$ cat src/rtl/sfp2fix_arb.sv
// Purpose: round-robin packet arbiter sharing one sfp-to-fixed converter between NREQ requesters.
// Latency: 1 cycle from beat accept to out_valid; 1 idle arbitration cycle between packets.
// Backpressure: the owner's req_ready follows ~out_valid | out_ready; all other requesters are held off.
// Build option: define SFP2FIX_ARB_FIXPRIO_EN for fixed priority (requester 0 highest).
module sfp2fix_arb #(
    parameter int NREQ        = 4,
    parameter int expWidth    = 4,
    parameter int sigWidth    = 4,
    parameter int formatWidth = 9,
    parameter int fixWidth    = 21,
    parameter int TAGW        = 2
) (
    input  logic                          clk,
    input  logic                          rst_n,
    input  logic [NREQ-1:0]               req_valid,
    input  logic [NREQ-1:0]               req_last,
    input  logic [NREQ*formatWidth-1:0]   req_sfp,
    output logic [NREQ-1:0]               req_ready,
    output logic                          out_valid,
    input  logic                          out_ready,
    output logic [fixWidth-1:0]           out_fix,
    output logic [TAGW-1:0]               out_tag,
    output logic                          out_last
);

    // Width of the unshifted magnitude {hidden bit, mantissa, 7 guard zeros}.
    localparam int TW = 1 + sigWidth + 7;
    // Exponent value that means "no shift".
    localparam logic [expWidth-1:0] BIAS = expWidth'(2 ** (expWidth - 1));

    typedef enum logic {
        IDLE = 1'b0,
        LOCK = 1'b1
    } state_t;

    state_t                state_q, state_d;
    logic [TAGW-1:0]       owner_q, owner_d;
    logic [TAGW-1:0]       rr_ptr_q, rr_ptr_d;
    logic                  out_valid_q, out_valid_d;
    logic [fixWidth-1:0]   out_fix_q, out_fix_d;
    logic [TAGW-1:0]       out_tag_q, out_tag_d;
    logic                  out_last_q, out_last_d;

    logic                  sel_valid;
    logic                  sel_last;
    logic [formatWidth-1:0] sel_sfp;
    logic                  pick_found;
    logic [TAGW-1:0]       pick_idx;
    logic                  accept;
    logic [TAGW-1:0]       owner_next;

    logic                  cv_s;
    logic                  cv_z;
    logic [expWidth-1:0]   cv_e;
    logic [sigWidth-1:0]   cv_m;
    logic [fixWidth-2:0]   cv_t;
    logic [fixWidth-2:0]   cv_mag;
    logic [fixWidth-1:0]   cv_fix;

    // Route the current owner's valid/last/sample to the shared converter.
    always_comb begin
        sel_valid = 1'b0;
        sel_last  = 1'b0;
        sel_sfp   = '0;
        for (int i = 0; i < NREQ; i++) begin
            if (owner_q == TAGW'(i)) begin
                sel_valid = req_valid[i];
                sel_last  = req_last[i];
                sel_sfp   = req_sfp[i*formatWidth +: formatWidth];
            end
        end
    end

    // First valid requester at or after the round-robin pointer, wrapping modulo NREQ.
    always_comb begin
        pick_found = 1'b0;
        pick_idx   = '0;
        for (int k = 0; k < NREQ; k++) begin
            if (!pick_found && req_valid[(int'(rr_ptr_q) + k) % NREQ]) begin
                pick_found = 1'b1;
                pick_idx   = TAGW'((int'(rr_ptr_q) + k) % NREQ);
            end
        end
    end

    // Only the locked owner may be ready, and only when the output stage can take a beat.
    always_comb begin
        req_ready = '0;
        if (state_q == LOCK) begin
            for (int i = 0; i < NREQ; i++) begin
                if (owner_q == TAGW'(i)) begin
                    req_ready[i] = ~out_valid_q | out_ready;
                end
            end
        end
    end

    assign accept     = (state_q == LOCK) && sel_valid && (~out_valid_q | out_ready);
    assign owner_next = (owner_q == TAGW'(NREQ - 1)) ? '0 : owner_q + 1'b1;

    // Shared sfp-to-fixed converter: hidden bit plus mantissa, shifted by the unbiased exponent.
    always_comb begin
        cv_s   = sel_sfp[formatWidth-1];
        cv_e   = sel_sfp[sigWidth +: expWidth];
        cv_m   = sel_sfp[sigWidth-1:0];
        cv_z   = (cv_e != '0);
        cv_t   = '0;
        cv_t[TW-1:0] = {cv_z, cv_m, 7'b0};
        if (cv_e > BIAS) begin
            cv_mag = cv_t << (cv_e - BIAS);
        end else begin
            cv_mag = cv_t >> (BIAS - cv_e);
        end
        cv_fix = {(cv_z ? cv_s : 1'b0), ((cv_s & cv_z) ? ~cv_mag : cv_mag)};
    end

    // Arbitration FSM: pick an owner in IDLE, release the lock on the owner's last accepted beat.
    always_comb begin
        state_d  = state_q;
        owner_d  = owner_q;
        rr_ptr_d = rr_ptr_q;
        unique case (state_q)
            IDLE: begin
                if (pick_found) begin
                    owner_d = pick_idx;
                    state_d = LOCK;
                end
            end
            LOCK: begin
                if (accept && sel_last) begin
                    state_d = IDLE;
`ifdef SFP2FIX_ARB_FIXPRIO_EN
                    rr_ptr_d = '0;
`else
                    rr_ptr_d = owner_next;
`endif
                end
            end
            default: state_d = IDLE;
        endcase
    end

    // Output stage: load on accept, drain on out_ready, otherwise hold.
    always_comb begin
        out_valid_d = out_valid_q;
        out_fix_d   = out_fix_q;
        out_tag_d   = out_tag_q;
        out_last_d  = out_last_q;
        if (accept) begin
            out_valid_d = 1'b1;
            out_fix_d   = cv_fix;
            out_tag_d   = owner_q;
            out_last_d  = sel_last;
        end else if (out_ready) begin
            out_valid_d = 1'b0;
        end
    end

    // State and output registers; reset drops any lock and any held result.
    always_ff @(posedge clk or negedge rst_n) begin
        if (!rst_n) begin
            state_q     <= IDLE;
            owner_q     <= '0;
            rr_ptr_q    <= '0;
            out_valid_q <= 1'b0;
            out_fix_q   <= '0;
            out_tag_q   <= '0;
            out_last_q  <= 1'b0;
        end else begin
            state_q     <= state_d;
            owner_q     <= owner_d;
            rr_ptr_q    <= rr_ptr_d;
            out_valid_q <= out_valid_d;
            out_fix_q   <= out_fix_d;
            out_tag_q   <= out_tag_d;
            out_last_q  <= out_last_d;
        end
    end

    assign out_valid = out_valid_q;
    assign out_fix   = out_fix_q;
    assign out_tag   = out_tag_q;
    assign out_last  = out_last_q;

endmodule

$ cat config.mk
export PLATFORM = sky130hd
export DESIGN_NAME = sfp2fix_arb
export DESIGN_NICKNAME = d
export VERILOG_FILES = /design/src/rtl/sfp2fix_arb.sv
export SDC_FILE = /design/constraint.sdc
export NUM_CORES = 1
export LEC_CHECK = 0
export ABC_AREA = 1
export CORE_AREA = 2 2 79 81
export CTS_CLUSTER_SIZE = 14
export DETAILED_ROUTE_END_ITERATION = 8
export DIE_AREA = 0 0 81 83
export PLACE_DENSITY_LB_ADDON = 0.25
export SYNTH_ARGS = -nofsm -noshare
export SYNTH_HDL_FRONTEND = slang
export SYNTH_SLANG_ARGS = --single-unit
export TNS_END_PERCENT = 20
$ cat constraint.sdc
create_clock -name clk -period 3.15 [get_ports clk]
set_input_delay 0.63 -clock clk [delete_from_list [all_inputs] [get_ports clk]]
set_output_delay 0.63 -clock clk [all_outputs]
set_load 0.05 [all_outputs]
==> reports/metrics.yaml <==
outcome: "complete, no violations"
cp_max_fo: 8
drive_gt1_share_pct: 13.4
setup_tns_ps: 0
synth_top_cell_area_share_pct: 26.4
drtAntennaViolNets: 0
yosysSeqAreaShare_pct: 26.4
post_cts_buffers: 0
dieHeight_um: 83
post-route-util_pct: 64.0
cp.depth: 5
period_minus_slack_ps: 2960
synth_warnings: 0
synth-edff-count: 0
rows: 28
fin_skew_ps: 7.02
drcViolationCount: 0
holdBufCountCts: 0
rsz0062_at_grt: "false"
placed_cell_area_um2: 3620
setup_viol: 0
slowest_stage: "clkdlybuf4s50_1"
place.gp.congestion: 0.954
end_kind: "primary output"
crit_family: "buffers and inverters"
min_path_type: "reg -> reg"
required_ps: 2520
worstSetupPathType: "reg -> out"
start_kind: "flip-flop"
path_buf_inv: 3
syn_nets: 499
syn-cell-area_um2: 2850
synth_top_cell_by_area: "dfrtp_1"
syn_inst: 446
clk_latency_ps: 290
arrival_ps: 2330
synth.avg_cell_area_um2: 6.38
htreeDepth: 2
cp_cell_sequence: "inv_1, ha_1, inv_2, nor3_1, clkdlybuf4s50_1"
async_reset_ff_share_pct: 100
io_pins: 76
design.core.area_um2: 5820
numCtsBuffers: 5
antenna_found_initial: 0
finalNetCount: 573
cts.sinks: 30
synth_commonest_cells: "173 x nand2_1, 46 x nand3_1, 30 x dfrtp_1, 30 x inv_1, 27 x nor2_1"
design_area_um2: 3720
grt_max_degree: 31
dpl.hpwl_mm: 6.40
yosysMostFrequentCell: "nand2_1"
synth-seq-cells: 30
num_vias: 3183
grt_use_total_pct: 25.5
via_per_inst: 5.34
fin_crit_sh_pct: 94.1
slew_headroom_pct: 65.7
grt_pass1_vias: 2988
cts_resized: 0
start_util_pct: 48.9
port_buffers: 75
grt-ovfl-total: 0
wl_per_cell_um: 13.6
slew_viol_final: 0
finalHoldViolCount: 0
areaGrowthSynthToFinish_pct: 30.7
firstDrtPassIters: 4
holdPathStages: 2
clock_path_buffers: 2
max_stage_delay_ps: 820
synthFlopType: "dfrtp_1"
drt-initial-drc-count: 234
clock-root-buffer: "clkbuf_8"
max_freq_mhz: 337
ys_types: 37
dieArea_um2: 6720
cap_violations: 0
antenna_cells: 0
cts_tree: "built"
clk_pin_slew_worst_paths_ps: 70
die_w_um: 81
grt_pass1_wl_mm: 13.8
synth.area.top_cells: "dfrtp_1 26%, nand2_1 23%, nand3_1 8.1%"
rr_worst_depth: 16
tightest_slew_ps: 512
wl_mm: 8.10
-- stage by stage --
stage / instances / setup slack, ps / hold WS, ps
final: 596 / 185 / 489
after floorplan: 446 / 468 / 334
after CTS: 596 / 140 / 490
after global routing: 596 / 84.5 / 530
after global placement: 588 / 302 / 469
after detailed placement: 588 / 234 / 473
-- registers in the layout, indices dropped and copies added, names as in the netlist --
register,cells
out_tag,2
out_fix,21
out_valid,1
state_q,1
owner_q,2
rr_ptr_q,2
out_last,1
-- path summary, 6_finish.rpt --
path | from | end | slack (ps)
min reg2reg | out_fix[20]$_DFFE_PN0P_ | out_fix[20]$_DFFE_PN0P_ | 490
max in group asynchronous | rst_n | out_fix[15]$_DFFE_PN0P_ | 2120
max reg2reg | owner_q[0]$_DFFE_PN0P_ | out_fix[12]$_DFFE_PN0P_ | 330
min in group asynchronous | rst_n | out_fix[4]$_DFFE_PN0P_ | 730
max | owner_q[0]$_DFFE_PN0P_ | req_ready[0] | 190
min | out_fix[20]$_DFFE_PN0P_ | out_fix[20]$_DFFE_PN0P_ | 490
-- cell type report --
cell class	count	area (µm²)
clock inverter	2	12.5
tap	75	93.8
timing repair buffer	81	793
clock buffer	6	82.6
multi-input combinational	360	1820
fill	551	2100
sequential	30	751
inverter	42	164
-- layer usage --
| metal | wire, µm | part of all wire [%] | vias to the layer above | track usage, % |
|---|---|---|---|---|
| li1 | - | - | 1586 | - |
| met1 | 3460 | 43 | 1484 | 33.7 |
| met2 | 4040 | 50 | 98 | 43.1 |
| met3 | 479 | 5.9 | 15 | 4.35 |
| met4 | 127 | 1.6 | 0 | 5.86 |
| met5 | 0 | 0 | - | 0 |
-- logic make-up (layout without fill, tap and decap cells) --
kind of cell             count (synthesis)  count (layout)  synth area share, %
AND/OR/NAND/NOR                        291             291                 48.2
AO/OA/AOI/OAI                           61              61                 12.5
buffers and inverters                   56             131                 9.63
flip-flops                              30              30                 26.4
adder cells (fa/ha/maj)                  6               6                 2.64
XOR/XNOR                                 2               2                0.616
-- layout by cell type, fill, tap and decap left out --
master             n
a21oi_1           15
a21oi_2            3
a21oi_4            1
a22oi_1            1
a31oi_1            1
buf_4              7
clkbuf_8           6
clkdlybuf4s50_1   74
clkinv_2           2
clkinvlp_4         1
dfrtp_1           30
ha_1               5
ha_2               1
inv_1             30
inv_2              9
inv_4              2
nand2_1          173
nand2_2           12
nand2_4            5
nand3_1           46
nand3_2            4
nand3_4            3
nand4_1            4
nor2_1            27
nor2_2             5
nor2_4             2
nor2_8             2
nor3_1             5
nor3_2             1
o211ai_1           4
o21a_1             2
o21ai_0           21
o21ai_1           10
o21ai_2            2
o31ai_1            1
or2_2              2
xnor2_1            1
xor2_1             1
-- worst min-delay path: cells and delay by family (launching register included) --
| kind | cells | cell delay, ps |
|---|---|---|
| flops | 1 | 340 |
| simple gates | 2 | 110 |
Power is left out: the tool's default activity adds up to more than one toggle a clock period on the data nets, which glitch-free logic cannot reach.
